**config.mk**
```make
export PLATFORM = sky130hd
export DESIGN_NAME = ethernet_rx_drain
export DESIGN_NICKNAME = d
export VERILOG_FILES = /design/src/rtl/ethernet_pkg.sv /design/src/rtl/ethernet_rx_drain_fifo.sv /design/src/rtl/ethernet_rx_drain.sv
export SDC_FILE = /design/constraint.sdc
export NUM_CORES = 1
export LEC_CHECK = 0
export BUFFER_PORTS_ARGS = -buffer_cell sky130_fd_sc_hd__buf_2
export CORE_MARGIN = 5
export CORE_UTILIZATION = 38
export CTS_CLUSTER_DIAMETER = 120
export DETAILED_ROUTE_END_ITERATION = 8
export SLEW_MARGIN = 40
export SYNTH_ARGS = -nofsm -noshare
export SYNTH_HDL_FRONTEND = slang
export SYNTH_HIERARCHICAL = 1
export SYNTH_SLANG_ARGS = --single-unit
```
**constraint.sdc**
```tcl
create_clock -name clk_i -period 3.31 [get_ports clk_i]
set_input_delay 0.4965 -clock clk_i [delete_from_list [all_inputs] [get_ports clk_i]]
set_output_delay 0.4965 -clock clk_i [all_outputs]
set_load 0.02 [all_outputs]
```
**src/rtl/ethernet_pkg.sv**
```systemverilog
// Shared types and helpers for the Ethernet receive-drain datapath.
// Holds the drain FSM state encoding and the byte-keep mask builder.
package ethernet_pkg;

  typedef enum logic [1:0] {
    ST_IDLE  = 2'd0,
    ST_READ  = 2'd1,
    ST_FLUSH = 2'd2,
    ST_ACK   = 2'd3
  } eth_rx_drain_state_e;

  localparam int unsigned KEEP_MAX_W = 128;

  // Low-order keep mask: a remainder of 0 means the whole word is valid.
  function automatic logic [KEEP_MAX_W-1:0] eth_keep_mask(input int unsigned rem,
                                                          input int unsigned nbytes);
    logic [KEEP_MAX_W-1:0] m;
    int unsigned n;
    n = (rem == 0) ? nbytes : rem;
    m = '0;
    for (int unsigned i = 0; i < KEEP_MAX_W; i++) begin
      m[i] = (i < n);
    end
    return m;
  endfunction

endpackage

```
**src/rtl/ethernet_rx_drain_fifo.sv**
```systemverilog
// Two-entry FIFO with a registered head; the head register drives the output stream
// directly, so the stream holds steady whenever it is not popped.
module eth_rx_drain_fifo
  import ethernet_pkg::*;
#(
  parameter int unsigned width_p = 37
) (
  input  logic               clk_i,
  input  logic               reset_n_i,
  input  logic               push_i,
  input  logic [width_p-1:0] data_i,
  input  logic               pop_i,
  output logic [width_p-1:0] data_o,
  output logic               v_o,
  output logic [1:0]         count_o
);

  logic [width_p-1:0] r_head;
  logic [width_p-1:0] r_tail;
  logic [1:0]         r_count;
  logic               w_pop;

  assign w_pop = pop_i & (r_count != 2'd0);

  always_ff @(posedge clk_i or negedge reset_n_i) begin
    if (!reset_n_i) begin
      r_head  <= '0;
      r_count <= '0;
    end else begin
      if (push_i && ((r_count == 2'd0) || ((r_count == 2'd1) && w_pop))) begin
        r_head <= data_i;
      end else if (w_pop && (r_count == 2'd2)) begin
        r_head <= r_tail;
      end
      r_count <= r_count + {1'b0, push_i} - {1'b0, w_pop};
    end
  end

  // Second slot only ever feeds the head, so it needs no reset.
  always_ff @(posedge clk_i) begin
    if (push_i && (((r_count == 2'd1) && !w_pop) || ((r_count == 2'd2) && w_pop))) begin
      r_tail <= data_i;
    end
  end

  assign data_o  = r_head;
  assign v_o     = (r_count != 2'd0);
  assign count_o = r_count;

endmodule

```
**src/rtl/ethernet_rx_drain.sv**
```systemverilog
// Drains complete frames from the receive packet buffer into a ready/valid word
// stream with keep/last, acknowledging each frame after its final word is taken.
module ethernet_rx_drain
  import ethernet_pkg::*;
#(
  parameter int unsigned eth_mtu_p    = 2048,
  parameter int unsigned data_width_p = 32,
  localparam int unsigned bytes_lp             = data_width_p / 8,
  localparam int unsigned addr_width_lp        = $clog2(eth_mtu_p),
  localparam int unsigned packet_size_width_lp = $clog2(eth_mtu_p + 1),
  localparam int unsigned size_width_lp        = $clog2(((bytes_lp == 1) ? 1 : $clog2(bytes_lp)) + 1)
) (
  input  logic                            clk_i,
  input  logic                            reset_n_i,
  input  logic                            packet_avail_i,
  input  logic [packet_size_width_lp-1:0] packet_rsize_i,
  output logic                            packet_ack_o,
  output logic                            packet_rvalid_o,
  output logic [addr_width_lp-1:0]        packet_raddr_o,
  output logic [size_width_lp-1:0]        packet_rdata_size_o,
  input  logic [data_width_p-1:0]         packet_rdata_i,
  output logic [data_width_p-1:0]         data_o,
  output logic [bytes_lp-1:0]             keep_o,
  output logic                            last_o,
  output logic                            v_o,
  input  logic                            ready_i,
  output logic [15:0]                     drained_count_o
);

  localparam int unsigned pw_lp       = packet_size_width_lp;
  localparam int unsigned lg_bytes_lp = $clog2(bytes_lp);
  localparam int unsigned fifo_w_lp   = data_width_p + bytes_lp + 1;

  function automatic logic [pw_lp-1:0] sat_size(input logic [pw_lp-1:0] s);
    return (s > pw_lp'(eth_mtu_p)) ? pw_lp'(eth_mtu_p) : s;
  endfunction

  eth_rx_drain_state_e r_state, w_state_n;
  logic [pw_lp-1:0]    r_size;
  logic [pw_lp-1:0]    r_words;
  logic [pw_lp-1:0]    r_rd_idx;
  logic                r_inflight;
  logic                r_inflight_last;
  logic [15:0]         r_count;

  logic [pw_lp-1:0]     w_size_sat;
  logic [pw_lp:0]       w_words_full;
  logic                 w_last_idx;
  logic [1:0]           w_occ;
  logic                 w_xfer;
  logic                 w_room;
  logic                 w_issue;
  logic [bytes_lp-1:0]  w_keep_last;
  logic [bytes_lp-1:0]  w_keep_in;
  logic [fifo_w_lp-1:0] w_head;

  assign w_size_sat   = sat_size(packet_rsize_i);
  assign w_words_full = ({1'b0, w_size_sat} + (pw_lp + 1)'(bytes_lp - 1)) >> lg_bytes_lp;
  assign w_last_idx   = (r_rd_idx == (r_words - pw_lp'(1)));
  assign w_xfer       = v_o & ready_i;

  // Words buffered plus in flight, net of this cycle's pop, must leave a free slot.
  assign w_room  = (({1'b0, w_occ} + {2'b0, r_inflight}) - {2'b0, w_xfer}) < 3'd2;
  assign w_issue = (r_state == ST_READ) & w_room;

  assign w_keep_last = bytes_lp'(eth_keep_mask(32'(r_size) % bytes_lp, bytes_lp));
  assign w_keep_in   = r_inflight_last ? w_keep_last : {bytes_lp{1'b1}};

  always_comb begin
    w_state_n    = r_state;
    packet_ack_o = 1'b0;
    case (r_state)
      ST_IDLE:  if (packet_avail_i) w_state_n = (w_size_sat == '0) ? ST_ACK : ST_READ;
      ST_READ:  if (w_issue && w_last_idx) w_state_n = ST_FLUSH;
      ST_FLUSH: if (w_xfer && last_o) w_state_n = ST_ACK;
      ST_ACK: begin
        w_state_n    = ST_IDLE;
        packet_ack_o = 1'b1;
      end
      default:  w_state_n = ST_IDLE;
    endcase
  end

  always_ff @(posedge clk_i or negedge reset_n_i) begin
    if (!reset_n_i) begin
      r_state         <= ST_IDLE;
      r_size          <= '0;
      r_words         <= '0;
      r_rd_idx        <= '0;
      r_inflight      <= 1'b0;
      r_inflight_last <= 1'b0;
      r_count         <= '0;
    end else begin
      r_state         <= w_state_n;
      r_inflight      <= w_issue;
      r_inflight_last <= w_issue & w_last_idx;
      if ((r_state == ST_IDLE) && packet_avail_i) begin
        r_size   <= w_size_sat;
        r_words  <= pw_lp'(w_words_full);
        r_rd_idx <= '0;
      end else if (w_issue) begin
        r_rd_idx <= r_rd_idx + pw_lp'(1);
      end
      if (r_state == ST_ACK) begin
        r_count <= r_count + 16'd1;
      end
    end
  end

  eth_rx_drain_fifo #(
    .width_p (fifo_w_lp)
  ) u_fifo (
    .clk_i     (clk_i),
    .reset_n_i (reset_n_i),
    .push_i    (r_inflight),
    .data_i    ({packet_rdata_i, w_keep_in, r_inflight_last}),
    .pop_i     (ready_i),
    .data_o    (w_head),
    .v_o       (v_o),
    .count_o   (w_occ)
  );

  assign {data_o, keep_o, last_o} = w_head;

  assign packet_rvalid_o     = w_issue;
  assign packet_raddr_o      = addr_width_lp'(r_rd_idx) << lg_bytes_lp;
  assign packet_rdata_size_o = size_width_lp'(lg_bytes_lp);
  assign drained_count_o     = r_count;

endmodule

```
Word-level counts from Yosys, hierarchy flattened
Cells that the tools add are included.
{"block": "totals", "reg_bits": 121, "word_cells": 68, "input_bits": 48, "out_inout_bits": 69}
{"block": "classes", "magnitude_cmp": 6, "n_addsub": 8, "reduce_logical": 19, "n_bitwise": 3, "n_eq_ne": 9, "mux": 13}
{"operator": "37-bit two-way mux", "n": 2}
{"operator": "12-bit two-way mux", "n": 3}
{"operator": "32-bit logical NOT", "n": 1}
{"operator": "16-bit by 1-bit adder with 16-bit output, second input constant", "n": 1}
{"operator": "12-bit by 2-bit adder with 13-bit output, second input constant", "n": 1}
{"operator": "12-bit by 1-bit adder with 12-bit output, second input constant", "n": 1}
{"operator": "12-bit equality test", "n": 1}
{"operator": "12-bit greater-than comparator, second input constant", "n": 1}
{"operator": "12-bit logical NOT", "n": 1}
{"operator": "11-bit by 1-bit subtractor with 12-bit output, second input constant", "n": 1}
{"operator": "1-bit logical AND", "n": 8}
{"operator": "2-bit two-way mux", "n": 4}
{"operator": "2-bit case mux with 4 select lines", "n": 1}
{"operator": "2-bit equality test, second input constant", "n": 3}
{"operator": "1-bit by 3-bit less-than comparator with 1-bit output, first input constant", "n": 2}
{"operator": "2-bit by 3-bit less-than comparator with 1-bit output, first input constant", "n": 2}
{"operator": "2-bit nonzero test", "n": 3}
{"operator": "2-bit by 1-bit equality test with 1-bit output, second input constant", "n": 2}
{"operator": "2-bit logical NOT", "n": 2}
{"operator": "4-bit two-way mux", "n": 1}
{"operator": "2-bit inequality test, second input constant", "n": 2}
{"operator": "2-bit by 1-bit adder with 3-bit output", "n": 1}
{"operator": "1-bit bitwise AND", "n": 3}
{"operator": "3-bit by 2-bit less-than comparator with 1-bit output, second input constant", "n": 1}
{"operator": "9 further kinds", "n": 10}

Depth between registers and ports, before layout
{"block": "depth", "ltp_word": 8, "depth_mapped": 12, "depth_no_buf": 12}

Modules after synthesis
The synthesis kept the hierarchy.
{"module": "eth_rx_drain_fifo", "seq_area_each_um2": 2087.0, "n_inst": 1, "cells_per_inst": 168, "area_per_inst_um2": 3334.4}
{"module": "ethernet_rx_drain", "seq_area_each_um2": 1126.1, "n_inst": 1, "cells_per_inst": 273, "area_per_inst_um2": 2700.1}

Worst setup path after synthesis
No wires, ideal clock.
{"block": "synth_path", "path_type": "register to register", "startpoint": "reg u_fifo.r_count[1], in the netlist u_fifo/count_o[1]", "endpoint": "reg r_state[1]", "setup_slack_ns": -0.172, "t_required_ns": 3.228, "n_path_buf": 0, "path_stages_with_launch": 12, "arrival_ns": 3.400, "synth_period_minus_slack_ns": 3.482, "setup_ns": 0.082, "cell_sequence": "dfrtp_1 or2_2 and2_1 ha_1 nor2b_1 fa_1 nor3b_4 nand4_2 or4_4 o31ai_4 a21oi_1 a31oi_1"}
{"block": "synth_between", "elab_chain_cells": 8, "word_cells_on_any_way": 11, "cone_classes": "add/sub (2); order compare (1); eq/ne (2); bitwise (2); reduce/logical (4)"}
{"item": "start: declaration", "line_no": "ethernet_rx_drain_fifo.sv:20", "source": "logic [1:0] r_count;"}
{"item": "start signal: assignment", "line_no": "ethernet_rx_drain_fifo.sv:35", "source": "r_count <= r_count + {1'b0, push_i} - {1'b0, w_pop};"}
{"item": "2-bit nonzero test", "line_no": "ethernet_rx_drain_fifo.sv:47", "source": "assign v_o = (r_count != 2'd0);"}
{"item": "named net v_o", "line_no": "ethernet_rx_drain.sv:25", "source": "output logic v_o,"}
{"item": "1-bit bitwise AND", "line_no": "ethernet_rx_drain.sv:60", "source": "assign w_xfer = v_o & ready_i;"}
{"item": "3-bit by 1-bit subtractor with 3-bit output", "line_no": "ethernet_rx_drain.sv:63", "source": "assign w_room = (({1'b0, w_occ} + {2'b0, r_inflight}) - {2'b0, w_xfer}) < 3'd2;"}
{"item": "3-bit by 2-bit less-than comparator with 1-bit output", "line_no": "ethernet_rx_drain.sv:63"}
{"item": "1-bit bitwise AND", "line_no": "ethernet_rx_drain.sv:64", "source": "assign w_issue = (r_state == ST_READ) & w_room;"}
{"item": "named net packet_rvalid_o", "line_no": "ethernet_rx_drain.sv:18", "source": "output logic packet_rvalid_o,"}
{"item": "1-bit logical AND", "line_no": "ethernet_rx_drain.sv:74", "source": "ST_READ: if (w_issue && w_last_idx) w_state_n = ST_FLUSH;"}
{"item": "2-bit by 1-bit inequality test with 1-bit output (no line)"}
{"item": "3-bit AND reduction (no line)"}
{"item": "end signal: assignment", "line_no": "ethernet_rx_drain.sv:94", "source": "r_state <= w_state_n;"}
{"item": "end: declaration", "line_no": "ethernet_rx_drain.sv:38", "source": "eth_rx_drain_state_e r_state, w_state_n;"}
The timed path passes the listed nets, and every way through them passes these cells.
A chain may end at the register's enable or synchronous reset.

Worst setup path in the final report
{"block": "layout_path", "startpoint": "reg u_fifo.r_count[0], in the netlist u_fifo/count_o[0]", "endpoint": "out packet_rvalid_o"}
{"block": "layout_between", "elab_chain_cells": 5, "word_cells_on_any_way": 6, "cone_classes": "add/sub (2); order compare (1); bitwise (2); reduce/logical (1)"}
{"item": "parallel branches: the longest is 2 deep, another holds 2-bit by 1-bit adder with 3-bit output"}
{"item": "3-bit by 1-bit subtractor with 3-bit output *", "line_no": "ethernet_rx_drain.sv:63"}
{"item": "3-bit by 2-bit less-than comparator with 1-bit output *", "line_no": "ethernet_rx_drain.sv:63"}
{"item": "1-bit bitwise AND *", "line_no": "ethernet_rx_drain.sv:64"}
{"item": "end: declaration", "line_no": "ethernet_rx_drain.sv:18"}
Every way passes the cells marked *.

==> metrics.md <==
| Metric | Value |
|---|---|
| Die X | 136 um |
| Final Hold Fails | 0 |
| Drt wl/cell | 15.8 um |
| CP required | 2.81 ns |
| Die height | 136 um |
| DP Worst Slack | 0.208 ns |
| Power per cell area | 922 mW/mm2 |
| Minimum clock period | 3.18 ns |
| Clock transition at path regs | 0.05 ns |
| Period utilisation layout | 95.9% |
| Avg Inst Size Synth | 13.7 um2 |
| Synthesized cell area | 0.00603 mm2 |
| Antenna viol nets, final | 0 |
| Final setup fails | 0 |
| CORE AREA | 0.0157 mm2 |
| Final max-slew violation count | 0 |
| PortBufs | 112 |
| Clock Tree Root | clkbuf_16 |
| Finished Layout Cells | 790 |
| Synthesis-to-layout area growth | 22.2% |
| Slowest-stage cell, CP | fa_1 |
| Worst-margin pin slew | 0.723 ns |
| Reg2reg end | r_state[1] |
| Net count reported at finish | 621 |
| GRT Overall Usage | 13.7% |
| DIE AREA | 0.0185 mm2 |
| Largest net degree at the start of global routing | 46 |
| Sequential fraction of the synthesis area | 53.2% |
| Gpl congestion | 0.782 |
| Synth unique cells | 48 |
| VDD IR max | 0.444 mV |
| Clock Path Buffers | 2 |
| Top-Level Pins | 117 |
| Top FF cell, synth | dfrtp_1 |
| Maximum fanout along the worst path | 7 |
| Total number of vias | 3668 |
| Hold WC Path Type | input port to asynchronous set/reset pin |
| CP Class | register to output pin |
| Number of max-cap violations | 0 |
| Top routing layer in use | met4 |
| Initial core utilization | 38.4% |
| Layout cells sized above 1 | 41.5% |
| Slew Limit Headroom | 51.8% |
| Synth top area share | 34.8% |
| Reg2Reg Launch Point | u_fifo/count_o[0] |
| CP arrival | 2.68 ns |
| Clock tree sinks | 121 |
| CTS H-tree lvls | 4 |
| WL met3 | 682 um |
| Detail Placement HPWL | 8910 um |
| Tot Pwr | 6.80 mW |
| Cells after Synth | 441 |
| CP Launch Point | u_fifo/count_o[0] |
| GRT overflow | 0 |
| Met2 wire len | 5710 um |
| First-pass GRT wire length | 19800 um |
| Crit path cell chain | or2_4, and2_1, ha_1, nor2b_2, fa_1, nor3b_4, buf_6, buf_2 |
| Status | finished clean |
| Crit path launch type | register |
| R2r setup slk | 0.24 ns |
| Lkg Pwr | 3.46 nW |
| CTS buffer count | 17 |
| Asr flop ratio synth | 69.4% |
| Vias in the first global route | 3776 |
| Worst Setup EP | packet_rvalid_o |
| Skew-Pair Late Insertion Delay | 0.41 ns |
| Via-per-instance ratio | 4.64 |
| CTS tree | built |
| Delay of the slowest cell on the worst path | 0.47 ns |
| Final Skew | 0.00738 ns |
| Cell taking the most area after synthesis | dfrtp_1 |
| Initial antenna violation count | 0 |
| Metal-1 WL | 5980 um |
| Drt initial violations | 152 |
| Warnings, synthesis | 6 |
| Placed Cells | 753 |
| Initial DRT Pass Iterations | 4 |
| FF+latch count, synth | 121 |
| Post-synth EDFFs | 37 |
| # DRC | 0 |
| Worst setup EP type | output pin |
| WL final | 12500 um |
| Top post-synthesis cells by area | dfrtp_1, edfxtp_1, mux2_4, xnor2_1, xor2_1 |
| R2R depth | 11 |
| Row count | 46 |
| Worst setup margin | 0.134 ns |
| Achievable Freq | 315 MHz |
## report_power, final
part,internal (mW),switching (mW),leakage [nW]
sequential,1.93,0.322,1.37
clock,1.23,0.632,0.292
combinational,1.40,1.29,1.80
total,4.56,2.24,3.46
## metal layers
layer / up-vias / GRT usage (%)
li1: 1785 / -
met1: 1781 / 18.2
met2: 92 / 21.7
met3: 10 / 4.26
met4: 0 / 4.03
met5: - / 0
## registers in the layout, indices dropped and copies added, names as in the netlist
| register | count |
|---|---|
| drained_count_o | 16 |
| r_inflight | 1 |
| u_fifo/data_o | 37 |
| u_fifo/count_o | 2 |
| u_fifo/r_tail | 37 |
| r_inflight_last | 1 |
| r_words | 11 |
| r_rd_idx | 12 |
| r_state | 2 |
| r_size | 2 |
## what timing repair did
action                     in CTS  in global routing
hold buffers                    0                  0
setup buffers                   0                  4
setup endpoints to repair       0                  1
resized for setup               0                  2
## logic make-up (layout without fill, tap and decap cells)
| logic type | after synthesis | count (layout) | synth area share, % |
|---|---|---|---|
| AND/OR/NAND/NOR | 106 | 106 | 10.0 |
| XOR/XNOR | 52 | 52 | 7.55 |
| buffers and inverters | 38 | 168 | 4.04 |
| multiplexers | 76 | 76 | 18.3 |
| adder cells (fa/ha/maj) | 13 | 13 | 2.82 |
| flip-flops | 121 | 121 | 53.2 |
| other | 2 | 5 | 0.124 |
| AO/OA/AOI/OAI | 33 | 33 | 3.86 |
## placed cells by master (no fill, tap or decap), drive strengths merged, types with 6 or more instances in the layout
cell / synthesis / final
nand2: 22 / 22
ha: 12 / 12
nor2: 19 / 19
a21oi: 7 / 7
xnor2: 32 / 32
mux2: 75 / 75
clkbuf: 4 / 23
dfrtp: 84 / 84
nand4: 6 / 6
o21ai: 9 / 9
nor3: 7 / 7
buf: 21 / 123
edfxtp: 37 / 37
xor2: 20 / 20
nand3: 15 / 15
inv: 13 / 13
## stage by stage
step                cell area (um2)  util [%]  setup TNS (ns)  hold slack [ns]
finish                         7370      46.9               0            0.105
global route                   7370      46.9        -0.00858            0.157
CTS                            7340      46.7               0            0.130
detailed placement             6740      42.9               0            0.474
global placement               6740      42.9               0            0.458
floorplan                      6050         -               0            0.201
## area by class of cell
| class | count | area (um2) |
|---|---|---|
| inverter | 13 | 48.8 |
| tap | 216 | 270 |
| sequential | 121 | 3210 |
| multi-input combinational | 284 | 2590 |
| clock inverter | 9 | 120 |
| clock buffer | 23 | 478 |
| antenna | 1 | 2.50 |
| timing repair buffer | 123 | 649 |
| fill | 1436 | 8340 |
## worst max-delay path, delay by kind of cell, from the launching register on
| family | cells | cell delay (ns) |
|---|---|---|
| and+or+nand+nor | 4 | 0.81 |
| adders and majority gates | 2 | 0.75 |
| buffers and inverters | 2 | 0.31 |
| DFF | 1 | 0.40 |
## cells in the mapped netlist (8+ instances only)
cell	n
dfrtp_1	84
mux2_4	67
edfxtp_1	37
xnor2_1	32
nand2_1	22
xor2_1	20
nor2_1	18
buf_4	15
nand3_1	15
inv_1	13
ha_1	12
o21ai_0	9
mux2_2	8
## worst min-delay path by stage
stage	start	end	slack [ns]	cells past startpoint
after CTS	reset_n_i	u_fifo/data_o[26]	0.13	1
after detailed placement	drained_count_o[15]	drained_count_o[15]	0.47	1
after floorplan	reset_n_i	drained_count_o[0]	0.20	0
after global routing	reset_n_i	u_fifo/data_o[34]	0.16	1
final	reset_n_i	u_fifo/data_o[34]	0.11	1
after global placement	drained_count_o[15]	drained_count_o[15]	0.46	1
No activity file was read; power rests on OpenSTA's default activity.
